`config.mk`:
```
export PLATFORM = sky130hd
export DESIGN_NAME = pcm_mic_rx_flat
export DESIGN_NICKNAME = d
export VERILOG_FILES = /design/src/rtl/pcm_mic_rx_if.sv /design/src/rtl/pcm_mic_rx.sv /design/src/flat_wrapper.sv
export SDC_FILE = /design/constraint.sdc
export NUM_CORES = 1
export LEC_CHECK = 0
export BUFFER_PORTS_ARGS = -buffer_cell sky130_fd_sc_hd__buf_2
export CORE_ASPECT_RATIO = 1.75
export CORE_UTILIZATION = 45
export CTS_BUF_LIST = sky130_fd_sc_hd__clkbuf_4
export DETAILED_ROUTE_END_ITERATION = 8
export HOLD_SLACK_MARGIN = 0.05
export PLACE_DENSITY_LB_ADDON = 0.08
export SLEW_MARGIN = 10
export SYNTH_ARGS = -nofsm -noshare
export SYNTH_HDL_FRONTEND = slang
export SYNTH_SLANG_ARGS = --single-unit
```
`constraint.sdc`:
```
create_clock -name clk -period 3.7 [get_ports clk]
set_input_delay 0 -clock clk [delete_from_list [all_inputs] [get_ports clk]]
set_output_delay 0 -clock clk [all_outputs]
set_load 0.01 [all_outputs]
```
`src/rtl/pcm_mic_rx_if.sv`:
```
// Parallel sample handshake between the microphone receiver (master) and capture logic (slave).
interface pcm_mic_rx_if #(
   parameter int WORD_BITS = 16
);
   logic [WORD_BITS-1:0] data_out;
   logic                 channel;
   logic                 valid;
   logic                 ready;

   modport master (output data_out, output channel, output valid, input ready);
   modport slave  (input data_out, input channel, input valid, output ready);
endinterface

```
`src/rtl/pcm_mic_rx.sv`:
```
// I2S microphone receiver: generates bclk/lrclk, deserialises MSB-first words with a one-bit delay.
// Optional macro PCM_RX_STEREO_EN captures both slots; default build captures the left slot only.
module pcm_mic_rx #(
   parameter int CLK_DIV   = 2,
   parameter int WORD_BITS = 16,
   parameter int SLOT_BITS = 32
) (
   input  logic         clk,
   input  logic         reset,
   input  logic         enable,
   input  logic         d_in,
   output logic         bclk,
   output logic         lrclk,
   output logic         overrun,
   pcm_mic_rx_if.master rx
);

   localparam int DIV_W = (CLK_DIV > 1) ? $clog2(CLK_DIV) : 1;
   localparam int CNT_W = $clog2(SLOT_BITS);
   localparam logic [DIV_W-1:0] DIV_LAST  = DIV_W'(CLK_DIV - 1);
   localparam logic [CNT_W-1:0] SLOT_LAST = CNT_W'(SLOT_BITS - 1);
   localparam logic [CNT_W-1:0] WORD_LAST = CNT_W'(WORD_BITS);

   typedef enum logic {IDLE, RUN} state_t;

   state_t               state;
   logic [DIV_W-1:0]     div_cnt;
   logic [CNT_W-1:0]     bit_cnt;
   logic [WORD_BITS-1:0] shift_reg;
   logic [WORD_BITS-1:0] data_q;
   logic                 valid_q;
   logic                 word_done;
   logic                 slot_on;
   logic                 div_tc;
   logic                 rise;
   logic                 fall;
   logic                 in_word;

`ifdef PCM_RX_STEREO_EN
   logic done_ch;
   logic chan_q;
   assign slot_on    = 1'b1;
   assign rx.channel = chan_q;
`else
   assign slot_on    = ~lrclk;
   assign rx.channel = 1'b0;
`endif

   assign rx.data_out = data_q;
   assign rx.valid    = valid_q;

   always_comb begin
      div_tc  = (div_cnt == DIV_LAST);
      rise    = div_tc & ~bclk;
      fall    = div_tc & bclk;
      in_word = (bit_cnt != '0) && (bit_cnt <= WORD_LAST);
   end

   always_ff @(posedge clk) begin
      if (!reset) begin
         state     <= IDLE;
         div_cnt   <= '0;
         bit_cnt   <= '0;
         bclk      <= 1'b0;
         lrclk     <= 1'b0;
         shift_reg <= '0;
         data_q    <= '0;
         valid_q   <= 1'b0;
         overrun   <= 1'b0;
         word_done <= 1'b0;
`ifdef PCM_RX_STEREO_EN
         done_ch   <= 1'b0;
         chan_q    <= 1'b0;
`endif
      end else begin
         word_done <= 1'b0;
         if (!enable) begin
            state <= IDLE;
            if (state == RUN) begin
               div_cnt   <= '0;
               bit_cnt   <= '0;
               bclk      <= 1'b0;
               lrclk     <= 1'b0;
               shift_reg <= '0;
            end
         end else begin
            state <= RUN;
            if (div_tc) begin
               div_cnt <= '0;
               bclk    <= ~bclk;
            end else begin
               div_cnt <= div_cnt + 1'b1;
            end
            // d_in is sampled on the same edge that registers bclk high
            if (rise && slot_on && in_word) begin
               shift_reg <= {shift_reg[WORD_BITS-2:0], d_in};
               if (bit_cnt == WORD_LAST) begin
                  word_done <= 1'b1;
`ifdef PCM_RX_STEREO_EN
                  done_ch   <= lrclk;
`endif
               end
            end
            if (fall) begin
               if (bit_cnt == SLOT_LAST) begin
                  bit_cnt <= '0;
                  lrclk   <= ~lrclk;
               end else begin
                  bit_cnt <= bit_cnt + 1'b1;
               end
            end
         end

         // Completed word is loaded a cycle after its LSB, from the still-stable shift register
         if (word_done) begin
            if (valid_q && !rx.ready) begin
               overrun <= 1'b1;
            end else begin
               data_q  <= shift_reg;
               valid_q <= 1'b1;
`ifdef PCM_RX_STEREO_EN
               chan_q  <= done_ch;
`endif
            end
         end else if (valid_q && rx.ready) begin
            valid_q <= 1'b0;
         end
      end
   end

endmodule

```
`src/flat_wrapper.sv`:
```
// flat-port wrapper written by rule: the top's interface ports become plain ports
module pcm_mic_rx_flat 
#(
   parameter int CLK_DIV   = 2,
   parameter int WORD_BITS = 16,
   parameter int SLOT_BITS = 32
)
  (clk, reset, enable, d_in, bclk, lrclk, overrun, rx_data_out, rx_channel, rx_valid, rx_ready);
  pcm_mic_rx_if #(.WORD_BITS(WORD_BITS)) rx_i ();
  input  logic clk;
  input  logic reset;
  input  logic enable;
  input  logic d_in;
  output logic bclk;
  output logic lrclk;
  output logic overrun;
  output wire logic [$bits(rx_i.data_out)-1:0] rx_data_out;
  output wire logic [$bits(rx_i.channel)-1:0] rx_channel;
  output wire logic [$bits(rx_i.valid)-1:0] rx_valid;
  input wire logic [$bits(rx_i.ready)-1:0] rx_ready;
  assign rx_data_out = rx_i.data_out;
  assign rx_channel = rx_i.channel;
  assign rx_valid = rx_i.valid;
  assign rx_i.ready = rx_ready;
  pcm_mic_rx #(.CLK_DIV(CLK_DIV), .WORD_BITS(WORD_BITS), .SLOT_BITS(SLOT_BITS)) u_core (.clk(clk), .reset(reset), .enable(enable), .d_in(d_in), .bclk(bclk), .lrclk(lrclk), .overrun(overrun), .rx(rx_i));
endmodule
```
==> results.yml, run 1 <==
outcome:
  status: "completed"
synthesis:
  postSynthCellCount: 218
  synth-seq-cells: 44
  synth.avg_cell_area_um2: 8.87
  synthesis.yosys.warnings: 0
  synth_fp_nets: 227
  synth_area_um2: 1930
  synth-seq-area-share: 0.456
  synth.distinct_cells: 37
routing:
  number_of_drc_violations_after_detailed_routing: 0
  first_pass_iters: 4
  final_antenna_net_count: 0
  vias: 1635
  route.detailed.wl_per_inst_um: 14.2
  drtIter0Drc: 49
  viasPerCell: 5.86
  drt_wl_total_mm: 3.97
floorplanning:
  core_area_um2: 4110
  initial_utilization: 0.470
  design.portCount: 26
  die_h_um: 88.7
  placement_rows: 31
  die_w_um: 51.5
  die_area_um2: 4570
sta:
  worstMarginPinSlew_ps: 821
  fin_crit_ps: 2060
  unrepaired_setup_endpoints_after_global_routing: "no"
  finClkSkew_ps: 12.3
  finalSetupViolations: 0
  fin_worst_hold_slack_ps: 379
  fmax_ghz: 0.485
  final.period_utilization: 0.558
  setup_total_negative_slack_ps: 0
  final_slew_viol_count: 0
  timing.final.hold_violations: 0
  slew_headroom: 0.452
place:
  place_congestion: 0.795
  dp_hpwl_mm: 2.72
  buffer_ports.inserted: 24
finish:
  final_layout_size_suffix_gt1_frac: 0.143
  flow.area_growth_from_synthesis_pct: 6.34
  nets: 239
  insertedDiodeCount: 0
critical_path:
  setup.worst_path.start_class: "flop"
  worst-path-max-fanout: 33
  r2r-end: "u_core.shift_reg[8]$_SDFFE_PN0P_"
  critical_path.most_common_cell: "sky130_fd_sc_hd__ha_1"
  cp.required_ps: 3970
  cp_slowest_stage_delay_ps: 810
  worst-setup-path-type: "reg2reg"
  crit_arrival_ps: 2330
  worstSetupEndpointType: "flop"
  critical_path.cell_chain: "inv_1 -> ha_1 -> nor3b_1 -> ha_1 -> o211ai_1 -> a21oi_1"
  ff2ff_path_depth: 6
  timing.critical_path.slowest_stage_cell: "sky130_fd_sc_hd__ha_1"
  worstReg2RegStart: "u_core.bit_cnt[0]$_SDFFE_PN0P_"
  worst-r2r-setup-slack_ps: 1640
pwr:
  p_per_area_nw_per_um2: 356
  p_int_mw: 0.563
  clockPowerShare: 0.300
  vdd_drop_max_uv: 211
  sw_ratio: 0.231
  netSwitchingPower_mw: 0.169
  sequentialPowerShare: 0.655
  power.share.combinational: 0.045
  p_leak_nw: 0.715
clock_network:
  clock_latency_ps: 340
  cts_tree: "built"
  cts_made_buffers: 5
  tritoncts_num_sinks: 44
  cts-htree-levels: 2
  postCtsSetupBuffers: 0
  cts_buffer_depth: 2
  post_cts_resize_count: 0
  clock_slew_at_reported_path_ffs_ps: 120
  ctsRootBufferMaster: "sky130_fd_sc_hd__clkbuf_4"
grt:
  grt_pass1_wl_mm: 7.04
  antenna_found_initial: 0
  grt_overflow: 0
  first_global_vias: 1630
  grt_max_degree: 36
  gr-usage-all-layers: 0.200
hold_path:
  worst_hold_path.num_cells: 4
  hold_path_class: "in2reg"
  timing.hold.worst.start: "rx_ready"
  timing.hold.worst_endpoint: "u_core.rx.data_out[6]$_SDFFE_PN0P_"
run:
  cap_violations: 0
## stage by stage
step / util / setup WS (ps) / instances / cell area [um^2] / power [mW]
2_1_floorplan: - / 2040 / 218 / 1930 / 0.519
3_3_place_gp: 0.481 / 1780 / 269 / 1980 / 0.520
3_5_place_dp: 0.481 / 1640 / 269 / 1980 / 0.521
4_1_cts: 0.500 / 1620 / 279 / 2060 / 0.741
5_1_grt: 0.500 / 1420 / 279 / 2060 / 0.763
6_report: 0.500 / 1640 / 279 / 2060 / 0.732
## how the worst max path moves through the flow
stage | from | to | slack [ps] | cells after the start
after detailed placement | u_core.bit_cnt[0]$_SDFFE_PN0P_ | u_core.shift_reg[8]$_SDFFE_PN0P_ | 1640 | 6
after global placement | u_core.bit_cnt[0]$_SDFFE_PN0P_ | u_core.shift_reg[13]$_SDFFE_PN0P_ | 1780 | 6
after CTS | u_core.bit_cnt[0]$_SDFFE_PN0P_ | u_core.shift_reg[8]$_SDFFE_PN0P_ | 1620 | 6
final | u_core.bit_cnt[0]$_SDFFE_PN0P_ | u_core.shift_reg[8]$_SDFFE_PN0P_ | 1640 | 6
after global routing | u_core.bit_cnt[0]$_SDFFE_PN0P_ | u_core.shift_reg[7]$_SDFFE_PN0P_ | 1420 | 6
after floorplan | u_core.bit_cnt[0]$_SDFFE_PN0P_ | u_core.shift_reg[2]$_SDFFE_PN0P_ | 2040 | 7
## cell families after synthesis
family,count (synthesis),share of synthesized area
compound gates,79,0.234
fa+ha+maj,4,0.0259
other cells,1,0.00194
simple gates,62,0.197
buf+inv,28,0.0854
flops,44,0.456
## worst max-delay path, delay by kind of cell, from the launching register on
family	cells	cell delay, ps
flops	1	390
buf+inv	1	80
simple gates	1	140
fa+ha+maj	2	1000
compound gates	2	400
## cells in the mapped netlist
master                      count  area (um^2)
sky130_fd_sc_hd__and2b_1        1         7.51
sky130_fd_sc_hd__a32o_1         1         10.0
sky130_fd_sc_hd__and4bb_1       1         12.5
sky130_fd_sc_hd__ha_1           4         50.1
sky130_fd_sc_hd__clkbuf_4       1         7.51
sky130_fd_sc_hd__inv_2          1         3.75
sky130_fd_sc_hd__nor2_1         4         15.0
sky130_fd_sc_hd__buf_1          1         3.75
sky130_fd_sc_hd__nand4b_1       1         8.76
sky130_fd_sc_hd__dfxtp_1       44          881
sky130_fd_sc_hd__clkbuf_1       7         26.3
sky130_fd_sc_hd__buf_12         1         20.0
sky130_fd_sc_hd__nand2_1        2         7.51
sky130_fd_sc_hd__nor4_1         1         6.26
sky130_fd_sc_hd__o211ai_1      16          120
sky130_fd_sc_hd__and3_1         1         6.26
sky130_fd_sc_hd__o21ai_1        5         25.0
sky130_fd_sc_hd__nor3_1         2         10.0
sky130_fd_sc_hd__nor2b_1        1         6.26
sky130_fd_sc_hd__nand4bb_1      1         11.3
sky130_fd_sc_hd__nand3b_1      17          128
sky130_fd_sc_hd__a31o_1         1         8.76
sky130_fd_sc_hd__nor3b_1        2         15.0
sky130_fd_sc_hd__o22ai_1        1         6.26
sky130_fd_sc_hd__nand4_1        2         12.5
sky130_fd_sc_hd__a41oi_1        1         8.76
sky130_fd_sc_hd__nand3_1       22          110
sky130_fd_sc_hd__buf_2          8         40.0
sky130_fd_sc_hd__conb_1         1         3.75
sky130_fd_sc_hd__buf_6          3         33.8
sky130_fd_sc_hd__a211oi_1       1         7.51
sky130_fd_sc_hd__nand2b_1       3         18.8
sky130_fd_sc_hd__inv_1          4         15.0
sky130_fd_sc_hd__and2_1         1         6.26
sky130_fd_sc_hd__o21ai_0       12         60.1
sky130_fd_sc_hd__buf_4          2         15.0
sky130_fd_sc_hd__a21oi_1       41          205
## layout by cell type (no fill, tap or decap), types with 2 or more instances in the layout
| master | Yosys | routed |
|---|---|---|
| sky130_fd_sc_hd__o21ai_1 | 5 | 5 |
| sky130_fd_sc_hd__dlygate4sd3_1 | 0 | 3 |
| sky130_fd_sc_hd__o211ai_1 | 16 | 16 |
| sky130_fd_sc_hd__clkbuf_4 | 1 | 6 |
| sky130_fd_sc_hd__nand4_1 | 2 | 2 |
| sky130_fd_sc_hd__nor3b_1 | 2 | 2 |
| sky130_fd_sc_hd__nand3b_1 | 17 | 17 |
| sky130_fd_sc_hd__a21oi_1 | 41 | 41 |
| sky130_fd_sc_hd__dfxtp_1 | 44 | 44 |
| sky130_fd_sc_hd__nor3_1 | 2 | 2 |
| sky130_fd_sc_hd__buf_2 | 8 | 24 |
| sky130_fd_sc_hd__inv_1 | 4 | 4 |
| sky130_fd_sc_hd__o21ai_0 | 12 | 12 |
| sky130_fd_sc_hd__nand3_1 | 22 | 22 |
| sky130_fd_sc_hd__nand2b_1 | 3 | 3 |
| sky130_fd_sc_hd__nand2_1 | 2 | 2 |
| sky130_fd_sc_hd__ha_1 | 4 | 4 |
| sky130_fd_sc_hd__nor2_1 | 4 | 4 |
## metal layers
layer  GRT usage  share of wire
met5           0              0
met2       0.371           0.53
met4      0.0811          0.016
met1       0.217           0.42
met3      0.0361          0.032
## final cells by class
type / instances / area, um^2
Fill cell: 434 / 2060
Multi-Input combinational cell: 146 / 887
Sequential cell: 44 / 881
Clock inverter: 1 / 5.00
Timing Repair Buffer: 28 / 158
Clock buffer: 6 / 45.0
Inverter: 5 / 18.8
Tap cell: 49 / 61.3
## power groups by stage
stage / Sequential (mW) / Combinational, mW / Clock (mW)
floorplan: 0.488 / 0.0316 / 0
global placement: 0.490 / 0.0293 / 0
detailed placement: 0.490 / 0.0305 / 0
CTS: 0.480 / 0.0329 / 0.228
global route: 0.481 / 0.0364 / 0.246
finish: 0.480 / 0.0329 / 0.220
## timing repair
| item | 4_1_cts | 5_1_grt |
|---|---|---|
| hold buffers | 3 | 0 |
| endpoints found under the setup margin | 0 | 0 |
| hold endpoints to repair | 6 | 0 |
Power figures use the tool's default switching activity.
==> run 2: changes to the inputs <==
--- a/config.mk
+++ b/config.mk
@@ -5,6 +5,7 @@
 export SDC_FILE = /design/constraint.sdc
 export NUM_CORES = 1
 export LEC_CHECK = 0
+export ABC_AREA = 1
 export BUFFER_PORTS_ARGS = -buffer_cell sky130_fd_sc_hd__buf_2
 export CORE_ASPECT_RATIO = 1.75
 export CORE_UTILIZATION = 45
==> constraint.sdc (replaced) <==
create_clock -name clk -period 1.8 [get_ports clk]
set_input_delay 0 -clock clk [delete_from_list [all_inputs] [get_ports clk]]
set_output_delay 0 -clock clk [all_outputs]
set_load 0.01 [all_outputs]
==> results.yml, run 2 <==
outcome:
  status: "completed"
synthesis:
  postSynthCellCount: 221
  post_synthesis_cell_type_with_the_largest_combined_area: "sky130_fd_sc_hd__dfxtp_1"
  synth_fp_nets: 230
  post-synth-top-count-cell: "sky130_fd_sc_hd__dfxtp_1"
  synth-edff-count: 0
  synth.distinct_cells: 22
  synth-seq-cells: 44
  synth-seq-area-share: 0.502
  synth.avg_cell_area_um2: 7.94
  synth_ff_type: "sky130_fd_sc_hd__dfxtp_1"
  synth_area_um2: 1760
  synthesis.yosys.warnings: 0
  ys_async_sr_fraction: 0
  synth_area_leaders: "sky130_fd_sc_hd__dfxtp_1 50%, sky130_fd_sc_hd__nand3_1 11%, sky130_fd_sc_hd__nor2_1 8.3%"
  synth.top_cell.area_share: 0.502
  post_synth_most_frequent_cells: "44 x sky130_fd_sc_hd__dfxtp_1, 39 x sky130_fd_sc_hd__nor2_1, 38 x sky130_fd_sc_hd__nand3_1, 22 x sky130_fd_sc_hd__a21oi_1, 21 x sky130_fd_sc_hd__nand2_1"
sta:
  slew_headroom: 0.554
  finClkSkew_ps: 6.77
  final.period_utilization: 0.921
  final_slew_viol_count: 0
  layout_setup_ws_ps: 142
  fmax_ghz: 0.603
  unrepaired_setup_endpoints_after_global_routing: "no"
  setup_total_negative_slack_ps: 0
  finalSetupViolations: 0
  fin_crit_ps: 1660
  timing.final.hold_violations: 0
  worstMarginPinSlew_ps: 669
critical_path:
  cp_num_buf_inv: 2
  timing.critical_path.slowest_stage_cell: "sky130_fd_sc_hd__dfxtp_1"
  worstSetupEndpointType: "flop"
  worst-path-max-fanout: 9
  cp_slowest_stage_delay_ps: 350
  crit_arrival_ps: 1930
  worst-setup-path-type: "reg2reg"
  setup.worst_path.start_class: "flop"
  critical_path.most_common_cell: "sky130_fd_sc_hd__ha_1"
  cp.required_ps: 2080
  critical_path.cell_chain: "inv_1 -> ha_1 -> nand2_1 -> nor2_1 -> ha_1 -> nor2_4 -> buf_4 -> nand3_1 -> a21oi_1"
  path_delay_family: "adder cells"
grt:
  grt_max_degree: 22
  grt_pass1_wl_mm: 5.92
  grt_overflow: 0
  gr-usage-all-layers: 0.184
  first_global_vias: 1405
  antenna_found_initial: 0
routing:
  vias: 1481
  route.detailed.wl_per_inst_um: 11.6
  final_antenna_net_count: 0
  first_pass_iters: 4
  drtIter0Drc: 25
  drt_wl_total_mm: 3.44
  number_of_drc_violations_after_detailed_routing: 0
  viasPerCell: 5.00
place:
  place_congestion: 0.719
  placed_cell_area_um2: 1900
  dp_hpwl_mm: 2.40
  buffer_ports.inserted: 24
  worst_setup_slack_before_clock_tree_synthesis_ps: 139
clock_network:
  cts_made_buffers: 5
  cts_tree: "built"
  ctsRootBufferMaster: "sky130_fd_sc_hd__clkbuf_4"
  postCtsSetupBuffers: 0
  clock_latency_ps: 350
  tritoncts_num_sinks: 44
  clock_slew_at_reported_path_ffs_ps: 130
  cts_buffer_depth: 2
  cts-htree-levels: 2
pwr:
  clockPowerShare: 0.353
  vdd_drop_max_uv: 628
  sw_ratio: 0.227
  p_leak_nw: 0.832
  p_per_area_nw_per_um2: 832
  power_mw: 1.68
  p_int_mw: 1.30
  netSwitchingPower_mw: 0.382
  power.share.combinational: 0.058
  sequentialPowerShare: 0.588
finish:
  final_layout_size_suffix_gt1_frac: 0.188
  nets: 258
  final_design_area_no_fill_um2: 2020
  insertedDiodeCount: 0
  layout_commonest_cell: "sky130_fd_sc_hd__dfxtp_1"
  flow.area_growth_from_synthesis_pct: 14.9
  final_cell_mix: "43 x sky130_fd_sc_hd__dfxtp_1, 39 x sky130_fd_sc_hd__nor2_1, 38 x sky130_fd_sc_hd__nand3_1"
floorplanning:
  design.portCount: 26
  core_area_um2: 3660
  die_area_um2: 4160
  initial_utilization: 0.479
  die_w_um: 49.2
  placement_rows: 29
  die_h_um: 84.6
run:
  cap_violations: 0
hold_path:
  hold_path_class: "in2reg"
run 2: cell types whose count changed after synthesis, moves of 6 or more:
cell	delta
sky130_fd_sc_hd__a21oi_1	-19
sky130_fd_sc_hd__buf_2	-7
sky130_fd_sc_hd__inv_1	+6
sky130_fd_sc_hd__nand2_1	+19
sky130_fd_sc_hd__nand3_1	+16
sky130_fd_sc_hd__nand3b_1	-17
sky130_fd_sc_hd__nor2_1	+35
sky130_fd_sc_hd__o211ai_1	-16
run 2: cells by family (layout without fill, tap and decap cells):
group	count (synthesis)	after routing	share of synthesized area
other cells	1	1	0.00214
compound gates	41	41	0.120
fa+ha+maj	4	4	0.0285
flops	44	44	0.502
simple gates	106	106	0.279
buf+inv	25	54	0.0691
run 2: cell type report:
class                   count  area (um^2)
clock buffers               5         37.5
fillers                   402         1650
clock inverters             3         37.5
inverters                  14         52.6
repair buffers             32          188
multi-input cells         152          762
flip-flops and latches     44          882
well taps                  46         57.6
run 2: through the flow:
step                instances   util  hold WS (ps)
global placement          285  0.519           295
CTS                       296  0.548          78.4
detailed placement        285  0.519           293
finish                    296  0.550          85.7
global route              296  0.550          87.4
floorplan                 221      -           113
run 2: power groups by stage:
| stage | Clock, mW | Combinational [mW] | Sequential (mW) |
|---|---|---|---|
| 3_5_place_dp | 0 | 0.0924 | 1.01 |
| 5_1_grt | 0.644 | 0.111 | 0.989 |
| 3_3_place_gp | 0 | 0.0926 | 1.01 |
| 6_report | 0.593 | 0.0978 | 0.987 |
| 4_1_cts | 0.615 | 0.0977 | 0.988 |
| 2_1_floorplan | 0 | 0.0680 | 1.01 |
run 2: routing by layer:
metal | track usage | up-vias | share of wire
li1 | - | 783 | -
met1 | 0.193 | 667 | 0.45
met2 | 0.334 | 26 | 0.51
met3 | 0.0435 | 5 | 0.025
met4 | 0.0856 | 0 | 0.018
met5 | 0 | - | 0
run 2: final timing paths:
kind / to / depth (start not counted) / startpoint / slack, ps
setup / recovery: u_core.shift_reg[15]$_SDFFE_PN0P_ / 9 / u_core.bit_cnt[0]$_SDFFE_PN0P_ / 140
hold / removal: u_core.overrun$_SDFFE_PN0P_ / 3 / reset / 90
setup reg to reg: u_core.shift_reg[15]$_SDFFE_PN0P_ / 9 / u_core.bit_cnt[0]$_SDFFE_PN0P_ / 140
hold reg to reg: u_core.bit_cnt[1]$_SDFFE_PN0P_ / 2 / u_core.bit_cnt[1]$_SDFFE_PN0P_ / 490
run 2: repair_timing:
item / in CTS / in global routing
setup endpoints to repair: 0 / 15
endpoints found under the hold margin: 7 / 0
hold buffers: 3 / 0
gates resized for setup: 0 / 3
run 2: worst reg2reg max path, stage by stage, from the launching register on:
cell and delay [ps]:
sky130_fd_sc_hd__dfxtp_1 350, sky130_fd_sc_hd__inv_1 60, sky130_fd_sc_hd__ha_1 190, sky130_fd_sc_hd__nand2_1 60
sky130_fd_sc_hd__nor2_1 40, sky130_fd_sc_hd__ha_1 330, sky130_fd_sc_hd__nor2_4 140, sky130_fd_sc_hd__buf_4 180
sky130_fd_sc_hd__nand3_1 90, sky130_fd_sc_hd__a21oi_1 160
==> run 3: changes to the inputs <==
--- a/config.mk
+++ b/config.mk
@@ -8,11 +8,11 @@
 export ABC_AREA = 1
 export BUFFER_PORTS_ARGS = -buffer_cell sky130_fd_sc_hd__buf_2
 export CORE_ASPECT_RATIO = 1.75
-export CORE_UTILIZATION = 45
+export CORE_UTILIZATION = 52
 export CTS_BUF_LIST = sky130_fd_sc_hd__clkbuf_4
 export DETAILED_ROUTE_END_ITERATION = 8
 export HOLD_SLACK_MARGIN = 0.05
-export PLACE_DENSITY_LB_ADDON = 0.08
+export PLACE_DENSITY = 0.79
 export SLEW_MARGIN = 10
 export SYNTH_ARGS = -nofsm -noshare
 export SYNTH_HDL_FRONTEND = slang
==> results.yml, run 3 (synthesis results as in run 2) <==
critical_path:
  worstSetupEndpointType: "flop"
  worst-r2r-setup-slack_ps: 140
  crit_path_end: "u_core.shift_reg[15]$_SDFFE_PN0P_"
  worst-path-max-fanout: 6
  worstReg2RegStart: "u_core.bit_cnt[0]$_SDFFE_PN0P_"
  worst-setup-path-type: "reg2reg"
  r2r-end: "u_core.shift_reg[15]$_SDFFE_PN0P_"
  cp.required_ps: 2080
  source_of_the_critical_timing_path: "u_core.bit_cnt[0]$_SDFFE_PN0P_"
  setup.worst_path.start_class: "flop"
  crit_arrival_ps: 1940
  ff2ff_path_depth: 9
run:
  cap_violations: 0
clock_network:
  clock_slew_at_reported_path_ffs_ps: 120
  cts-htree-levels: 2
  ctsRootBufferMaster: "sky130_fd_sc_hd__clkbuf_4"
  cts_buffer_depth: 2
  cts_made_buffers: 5
  tritoncts_num_sinks: 44
  cts_tree: "built"
  clock_latency_ps: 360
  postCtsSetupBuffers: 0
pwr:
  power.share.combinational: 0.059
  p_per_area_nw_per_um2: 837
  netSwitchingPower_mw: 0.391
  p_leak_nw: 0.832
  vdd_drop_max_uv: 669
  power_mw: 1.70
  p_int_mw: 1.30
  clockPowerShare: 0.359
  sequentialPowerShare: 0.583
  sw_ratio: 0.231
floorplanning:
  die_area_um2: 3620
  die_h_um: 78.9
  design.portCount: 26
  die_w_um: 45.9
  initial_utilization: 0.553
  core_area_um2: 3180
  placement_rows: 27
grt:
  gr-usage-all-layers: 0.207
  first_global_vias: 1398
  grt_pass1_wl_mm: 5.60
  grt_max_degree: 22
  grt_overflow: 0
  antenna_found_initial: 0
place:
  dp_hpwl_mm: 2.24
  placedCellCount: 280
  buffer_ports.inserted: 24
  place_congestion: 0.768
finish:
  layout_commonest_cell: "sky130_fd_sc_hd__dfxtp_1"
  final_cell_mix: "43 x sky130_fd_sc_hd__dfxtp_1, 39 x sky130_fd_sc_hd__nor2_1, 38 x sky130_fd_sc_hd__nand3_1"
  final_layout_size_suffix_gt1_frac: 0.188
  insertedDiodeCount: 0
  nets: 258
  fin_cells: 293
  flow.area_growth_from_synthesis_pct: 15.5
sta:
  worstMarginPinSlew_ps: 654
  fmax_ghz: 0.604
  final.period_utilization: 0.921
  final_slew_viol_count: 0
  fin_crit_ps: 1660
  timing.final.hold_violations: 0
  slew_headroom: 0.564
  setup_total_negative_slack_ps: 0
  finClkSkew_ps: 16.2
  finalSetupViolations: 0
  unrepaired_setup_endpoints_after_global_routing: "no"
routing:
  viasPerCell: 5.09
  final_antenna_net_count: 0
  number_of_drc_violations_after_detailed_routing: 0
  drtIter0Drc: 41
  vias: 1492
  route.detailed.wl_per_inst_um: 10.9
  first_pass_iters: 4
  drt_wl_total_mm: 3.19
hold_path:
  hold_path_class: "in2reg"
outcome:
  status: "completed"
[run 3: cell count changes in the layout (fill, tap and decap cells not counted)]
| cell | delta |
|---|---|
| sky130_fd_sc_hd__buf_4 | -3 |
| sky130_fd_sc_hd__buf_6 | +1 |
| sky130_fd_sc_hd__clkinv_1 | -2 |
| sky130_fd_sc_hd__clkinv_2 | +1 |
| sky130_fd_sc_hd__clkinvlp_4 | +1 |
| sky130_fd_sc_hd__dlygate4sd3_1 | +2 |
[run 3: repair_timing]
item	4_1_cts	5_1_grt
gates resized for setup	0	4
hold endpoints to repair	22	0
endpoints found under the setup margin	0	16
hold buffers	5	0
[run 3: worst min-delay path by stage]
stage,from,depth (start not counted),endpoint
2_1_floorplan,enable,2,u_core.state$_SDFF_PN0_
6_report,d_in,4,u_core.shift_reg[0]$_SDFFE_PN0P_
3_5_place_dp,d_in,3,u_core.shift_reg[0]$_SDFFE_PN0P_
3_3_place_gp,d_in,3,u_core.shift_reg[0]$_SDFFE_PN0P_
5_1_grt,d_in,4,u_core.shift_reg[0]$_SDFFE_PN0P_
4_1_cts,d_in,4,u_core.shift_reg[0]$_SDFFE_PN0P_
[run 3: worst max-delay path, cell delays in order (launching register included)]
cell and delay, ps:
sky130_fd_sc_hd__dfxtp_1 350, sky130_fd_sc_hd__inv_1 50, sky130_fd_sc_hd__ha_1 180, sky130_fd_sc_hd__nand2_1 60
sky130_fd_sc_hd__nor2_1 40, sky130_fd_sc_hd__ha_1 330, sky130_fd_sc_hd__nor2_4 150, sky130_fd_sc_hd__buf_4 170
sky130_fd_sc_hd__nand3_1 80, sky130_fd_sc_hd__a21oi_1 170
[run 3: routing by layer]
metal	part of all wire	routed length, um	GRT usage
met5	0	0	0
met4	0.025	80	0.106
met3	0.035	111	0.0477
met2	0.53	1680	0.365
met1	0.41	1320	0.212
[run 3: per-stage QoR]
step	util	area (um^2)	hold WS (ps)	setup WS [ps]
after floorplan	-	1760	113	71.7
after CTS	0.634	2010	452	99.8
final	0.638	2030	462	143
after global routing	0.638	2030	462	15.2
after global placement	0.593	1880	281	177
after detailed placement	0.593	1880	286	131
[run 3: power groups by stage]
| stage | sequential [mW] | clock [mW] | combinational (mW) |
|---|---|---|---|
| after floorplan | 1.01 | 0 | 0.0680 |
| after global placement | 1.01 | 0 | 0.0886 |
| after detailed placement | 1.01 | 0 | 0.0893 |
| after CTS | 0.987 | 0.617 | 0.0979 |
| after global routing | 0.989 | 0.661 | 0.112 |
| final | 0.988 | 0.608 | 0.0997 |
[run 3: layout make-up]
type / instances / area [um^2]
Sequential cell: 44 / 882
Multi-Input combinational cell: 152 / 762
Inverter: 14 / 52.6
Timing Repair Buffer: 32 / 196
Clock buffer: 5 / 37.5
Tap cell: 43 / 53.8
Clock inverter: 3 / 42.5
Fill cell: 305 / 1150
